===== config.mk =====
export PLATFORM = sky130hd
export DESIGN_NAME = if_id_queue
export DESIGN_NICKNAME = d
export VERILOG_FILES = /design/src/rtl/if_id_queue.sv
export SDC_FILE = /design/constraint.sdc
export NUM_CORES = 1
export LEC_CHECK = 0
export BUFFER_PORTS_ARGS = -buffer_cell sky130_fd_sc_hd__buf_2
export CAP_MARGIN = 20
export CORE_ASPECT_RATIO = 1.25
export CORE_MARGIN = 4
export CORE_UTILIZATION = 40
export CTS_BUF_LIST = sky130_fd_sc_hd__clkbuf_2 sky130_fd_sc_hd__clkbuf_4 sky130_fd_sc_hd__clkbuf_8
export DETAILED_ROUTE_END_ITERATION = 7
export PLACE_DENSITY = 0.63
export SYNTH_ARGS = -nofsm -noshare
export SYNTH_HDL_FRONTEND = slang
export SYNTH_SLANG_ARGS = --single-unit

===== constraint.sdc =====
create_clock -name clk -period 13.5 [get_ports clk]
set_input_delay 1.35 -clock clk [delete_from_list [all_inputs] [get_ports clk]]
set_output_delay 1.35 -clock clk [all_outputs]
set_load 0.01 [all_outputs]

===== src/rtl/if_id_queue.sv =====
// Fetch-to-decode buffer: DEPTH-entry in-order queue of {inst, pc} with flush and PC+4.
// Optional performance counters are built when IF_ID_QUEUE_PERF_EN is defined.
module if_id_queue #(
  parameter int          DEPTH      = 2,
  parameter logic [31:0] RESET_INST = 32'h0000_0000
) (
  input  logic                       clk,
  input  logic                       reset,
  input  logic                       in_valid,
  output logic                       in_ready,
  input  logic [31:0]                in_inst,
  input  logic [31:0]                in_pc,
  input  logic                       flush,
  output logic                       out_valid,
  input  logic                       out_ready,
  output logic [31:0]                out_inst,
  output logic [31:0]                out_pc,
  output logic [31:0]                out_pc4,
  output logic [$clog2(DEPTH+1)-1:0] occupancy
`ifdef IF_ID_QUEUE_PERF_EN
  ,
  output logic [15:0]                stall_cycles,
  output logic [15:0]                flush_drops
`endif
);

  localparam int AW = $clog2(DEPTH);
  localparam int OW = $clog2(DEPTH+1);
  localparam logic [OW-1:0] OCC_FULL = OW'(DEPTH);

  logic [31:0]   inst_mem [DEPTH];
  logic [31:0]   pc_mem   [DEPTH];
  logic [AW-1:0] wr_ptr;
  logic [AW-1:0] rd_ptr;
  logic [AW-1:0] rd_ptr_inc;
  logic          push;
  logic          pop;

  // Handshake: a transfer happens on a rising edge where valid & ready are both high.
  // in_ready and out_valid come only from registered occupancy, never from the other side.
  assign in_ready   = (occupancy != OCC_FULL);
  assign out_valid  = (occupancy != '0);
  assign push       = in_valid & in_ready & ~flush;
  assign pop        = out_valid & out_ready;
  assign rd_ptr_inc = rd_ptr + AW'(1);

  always_comb begin
    out_inst = RESET_INST;
    out_pc   = 32'h0;
    if (out_valid) begin
      out_inst = inst_mem[rd_ptr];
      out_pc   = pc_mem[rd_ptr];
    end
  end

  assign out_pc4 = out_pc + 32'd4;

  always_ff @(posedge clk) begin
    if (push) begin
      inst_mem[wr_ptr] <= in_inst;
      pc_mem[wr_ptr]   <= in_pc;
    end
  end

  always_ff @(posedge clk or negedge reset) begin
    if (!reset) begin
      wr_ptr    <= '0;
      rd_ptr    <= '0;
      occupancy <= '0;
    end else if (flush) begin
      // The head may still be taken by decode; everything behind it is dropped.
      rd_ptr    <= pop ? rd_ptr_inc : rd_ptr;
      wr_ptr    <= pop ? rd_ptr_inc : rd_ptr;
      occupancy <= '0;
    end else begin
      if (push) wr_ptr <= wr_ptr + AW'(1);
      if (pop)  rd_ptr <= rd_ptr_inc;
      case ({push, pop})
        2'b10:   occupancy <= occupancy + OW'(1);
        2'b01:   occupancy <= occupancy - OW'(1);
        default: occupancy <= occupancy;
      endcase
    end
  end

`ifdef IF_ID_QUEUE_PERF_EN
  logic [16:0] drops_sum;

  // pop implies occupancy >= 1, so the subtraction cannot underflow.
  assign drops_sum = {1'b0, flush_drops} + 17'(occupancy) - 17'(pop)
                   + 17'(in_valid & in_ready);

  always_ff @(posedge clk or negedge reset) begin
    if (!reset) begin
      stall_cycles <= '0;
      flush_drops  <= '0;
    end else begin
      if (out_valid && !out_ready && stall_cycles != 16'hFFFF)
        stall_cycles <= stall_cycles + 16'd1;
      if (flush)
        flush_drops <= drops_sum[16] ? 16'hFFFF : drops_sum[15:0];
    end
  end
`endif

endmodule

* Word level (Yosys, flattened, before mapping)
Memories as Yosys holds them, arrays and structs flattened.
Index checks and enable logic that the tools add are counted.
** Word-level totals
- Bits in writable memories :: 128
- Input port bits :: 69
- Register bits after elaboration :: 4
- Memories :: 2
** Memory list
- inst_mem :: depth 2, width 32, rd ports 1, clocked after Yosys merged registers in 0, wr ports 1, line 31 : logic [31:0] inst_mem [DEPTH];
- pc_mem :: depth 2, width 32, rd ports 1, clocked after Yosys merged registers in 0, wr ports 1, line 32 : logic [31:0] pc_mem [DEPTH];
** Operators by class
- Equality and inequality tests :: 3
- Reduce and logical (&&, ||, !) cells :: 3
- Bitwise logic cells :: 4
- Mux-type cells :: 9
- $add $sub $neg :: 5
** Operators with widths (count)
- $mux 32 :: 2
- $add 32x3->32 const B :: 1
- $mux 1 :: 5
- $pmux 2 s2 :: 1
- $reduce_bool 2->1 :: 2
- $and 1x1->1 :: 3
- $reduce_bool 3->1 :: 1
- $add 1x1->1 const B :: 2
- $add 2x1->2 const B :: 1
- $eq 2x1->1 const B :: 1
- $eq 2x2->1 const B :: 1
- $mux 2 :: 1
- $ne 2x2->1 const B :: 1
- $sub 2x1->2 const B :: 1
- $not 1->1 :: 1

* Logic depth before layout (Yosys ltp)
- Depth in word-level cells :: 6
- Depth in mapped cells :: 14
- Depth with buffers taken out :: 10

* Worst setup path after synthesis
Ideal clock, no wire load.
- Path type :: input to register
- From :: input in_valid
- To :: memory inst_mem[1][0] (enable)
- Cell stages on the path :: 2
- Slack :: 6.783 ns
- Arrival :: 6.139 ns
- Data required time :: 12.922 ns
- Cells stage by stage :: nand2_1 -> nor3b_1
** On the way
- Longest elaborated chain between the ends :: 4
** RTL lines
- from (decl) :: line 9 : input logic in_valid,
- $and 1x1->1 (2 in series) :: line 43 : assign push = in_valid & in_ready & ~flush;
- $mux 1 :: line 59 : if (push) begin
- $mux 1 (not written as such) :: line 60 : inst_mem[wr_ptr] <= in_inst;
- to (decl) :: line 31
Every way passes these cells.

* Worst setup path after layout
- From :: register rd_ptr
- To :: output out_pc4[28]
** On the way
- Longest elaborated chain between the ends :: 3
** RTL lines
- from (decl) :: line 34 : logic [AW-1:0] rd_ptr;
- from (signal assigned) :: line 72 : rd_ptr <= pop ? rd_ptr_inc : rd_ptr;
- from (signal assigned) :: line 77 : if (pop) rd_ptr <= rd_ptr_inc;
- $mem_v2 2x32
- $mux 32 :: line 50 : if (out_valid) begin
- $add 32x3->32 :: line 56 : assign out_pc4 = out_pc + 32'd4;
- to (decl) :: line 18 : output logic [31:0] out_pc4,
Every way passes these cells.

==> summary.txt <==
Timing
  – Crit path time final: 5.40 ns
  – Clock skew: 0.0102 ns
  – Worst-Margin Slew: 0.889 ns
  – TNS Setup: 0 ns
  – Final setup violation count: 0
  – Final Hold Vio Count: 0
  – Slew Viols, Final: 0
  – Fin crit share: 40.0%
  – Worst slew margin: about 41%
  – RSZ-0062 raised after global routing: false
  – Final hold slack: 0.674 ns
  – Setup WS post-layout: 8.10 ns
  – Fmax: 185 MHz

Die
  – Placeable Area: 14,400 sq um
  – Die ar.: 16,700 sq um
  – Die Y: 143 um
  – FP Rows: 49
  – Die Wd: 116 um
  – Starting Density: 40.7%
  – Ports: 169

Worst hold path
  – Hold Path Stages: 2
  – Hold crit path type: reg2reg
  – Hold wc startpoint: wr_ptr$_DFFE_PN0P_
  – Worst Hold Endpoint: wr_ptr$_DFFE_PN0P_

Yosys
  – Cells after Synth: 405
  – Seq/Total Area, Yosys: 67.2%
  – Syn nets: 475
  – Async S/R FF share, synth: 3.03%
  – Largest cells by area after synthesis: edfxtp_1 66%, mux2i_1 11%, nor2_1 4.4%
  – Post-synth top flop: edfxtp_1
  – Yosys reg bits: about 130
  – Mapped Avg Cell Area: 14.5 sq um
  – Post-synth EDFFs: 128
  – Yosys top cell area share: 65.5%
  – Syn. warnings: 0
  – Yosys top cell by area: edfxtp_1
  – Synth unique cells: 39
  – Post-Syn Area: 5870 sq um

Critical path
  – CP peak stage delay: slightly above 0.8 ns
  – CP Max Fanout: between 40 and 50
  – Crit Path Class: reg2out
  – CP max-delay cell: dfrtp_4
  – WP data arrival: roughly 4.1 ns
  – CP bufs+invs: 2
  – Worst path required time: 12.15 ns
  – R2r startpoint: occupancy[0]$_DFFE_PN0P_
  – Cell family with most CP delay: flip-flops
  – R2R depth: 4
  – R2R setup slack: roughly 11 ns
  – RR Endpoint: pc_mem[1][18]$_DFFE_PP_
  – CP Launch Type: flop
  – CP endpoint kind: primary output
  – Crit-path cells: buf_4 -> mux2i_1 -> nor2_1 -> ha_1 -> o21ai_0 -> a211oi_2 -> nand4_4 -> nor4_1 -> xor2_1 -> buf_2

Routing
  – Vias/cell: around 5.0
  – DRT iter0 DRCs: 139
  – M1 wire length: approximately 5 mm
  – Top routing layer in use: met5
  – DR WL/cell: between 15 and 20 um
  – Met3 WL post-DR: 1.04 mm
  – Vias: 3,826
  – First drt pass iteration count: 4
  – Final ANT Viol Nets: 0
  – DRC Markers: 0
  – Routed length on met2: between 6 and 7 mm
  – Total wire length: 12.9 mm

Cells and area
  – Final Core Density: 50.5%
  – Number of diodes: 0
  – Area grow syn2layout: 24.1%
  – Number of fill cells: between 1,000 and 1,500
  – Layout Nets: 648
  – Layout cell share with drive strength beyond 1: 38.1%

GRT
  – Largest net degree at the start of global routing: 65
  – Total congestion overflow: 0
  – GRT Util Overall: ~16%
  – Vias in the first global route: 3,941
  – Initial antenna violation count: 5
  – First-pass GRT wire length: just under 20 mm

Placed design
  – Gpl congestion: 0.787
  – # port buffers: 168
  – Dpl ws: roughly 8.5 ns
  – Post-DP HPWL: between 9 and 10 mm

Job
  – Number of max-cap violations: 0

Pwr
  – Worst vdd ir: 0.0860 mV
  – Pwr dens: 163 nW/um^2
  – LEAKAGE: 3.07 nW

CTS
  – Clock buffer depth: 2
  – Total CTS buffers: 17
  – Worst-path clk slew: about 0.08 ns
  – PostCTS Resize Cnt: 0
  – CTS tree: done
  – Hold_buf cts: 0
  – Worst-Skew Late Latency: 0.42 ns
  – CTS sink cnt: roughly 130
  – H-tree depth: 4
  – CTS root buf: clkbuf_8
  – Postcts setup bufs: 0

Run status
  – Outcome: finished clean
[kinds of logic after synthesis]
logic type	Yosys count	share of synthesized area (%)
buffers and inverters	22	2.69
xor gates and xnor gates	30	4.48
adders and majority gates	1	0.213
muxes	64	10.9
and+or+nand+nor	142	12.3
DFF	132	67.2
AOI/OAI and AO/OA	14	2.15
[where the power goes]
part / switching [W] / total (W) / internal, W
clock: 0.000156 / 0.000359 / 0.000203
combinational: 0.000169 / 0.000295 / 0.000126
sequential: 0.0000385 / 0.000534 / 0.000496
[stage by stage]
step / cells / instance area [sq um] / total power [W]
finish: 769 / 7280 / 0.00119
global route: 769 / 7280 / 0.00125
CTS: 769 / 7280 / 0.00120
detailed placement: 737 / 6840 / 0.000843
global placement: 737 / 6840 / 0.000838
floorplan: 405 / 5870 / 0.000767
[flip-flops by register name (all words and copies together) (netlist names)]
name       count
inst_mem      64
pc_mem        64
occupancy      2
rd_ptr         1
wr_ptr         1
[metal layers]
layer	track usage, %	vias up
met3	5.31	20
met4	4.89	10
met2	26.3	145
li1	-	1834
met5	0	-
met1	18.7	1817
[worst register-to-register path, cell delays in order, from the launching register on]
cell      delay (ns)
dfrtp_1         0.50
nand2b_1        0.20
nand2_1         0.14
nor3b_2         0.20
buf_4           0.71
[worst max path at each step]
stage	end	from	depth (start not counted)	slack, ns
final	out_pc4[28]	rd_ptr$_DFF_PN0_	10	8.10
after global placement	out_pc4[28]	rd_ptr$_DFF_PN0_	11	8.62
after CTS	out_pc4[28]	rd_ptr$_DFF_PN0_	10	8.04
after detailed placement	out_pc4[28]	rd_ptr$_DFF_PN0_	10	8.54
after global routing	out_pc4[30]	rd_ptr$_DFF_PN0_	10	7.73
after floorplan	inst_mem[1][0]$_DFFE_PP_	in_valid	2	6.78
[cells in the mapped netlist (2+ instances only)]
master,count
nor3_1,10
nand4_1,2
a211oi_2,3
mux2i_1,63
nor4_2,2
nor4_1,7
xnor2_1,8
nor3_2,2
nor2_1,68
xor2_1,22
nand2_1,21
dfrtp_1,4
nand2b_1,2
inv_1,3
a21oi_1,3
a211oi_4,2
nand3b_1,5
nor3b_1,2
edfxtp_1,128
nand3_1,11
buf_4,8
nor2_2,2
o21ai_0,3
buf_2,8
nand3_2,2
[layout by cell type, fill, tap and decap left out, drive strengths merged]
cell	netlist	layout
a31oi	1	1
clkinv	0	6
a211oi	6	6
nand4	4	4
nor3	13	13
nand2b	2	2
nor2	70	70
bufinv	0	4
and2	1	1
nor2b	1	1
o21ai	4	4
nor4	9	9
xor2	22	22
dfrtp	4	4
nand3b	6	6
a21oi	3	3
clkinvlp	0	2
nand3	13	13
mux2i	63	63
nor3b	2	2
ha	1	1
nand2	21	21
clkbuf	0	17
edfxtp	128	128
buf	19	173
xnor2	8	8
inv	3	6
mux2	1	1
[layout make-up]
type                            count  area, sq um  area share (%)
Timing Repair Buffer              173          878            12.1
Multi-Input combinational cell    251         1780            24.4
Sequential cell                   132         3950            54.2
Clock buffer                       17          234            3.21
Clock inverter                     15          205            2.82
Inverter                            3         11.3           0.155
Tap cell                          178          223            3.06
No activity file was read; power rests on OpenSTA's default activity.
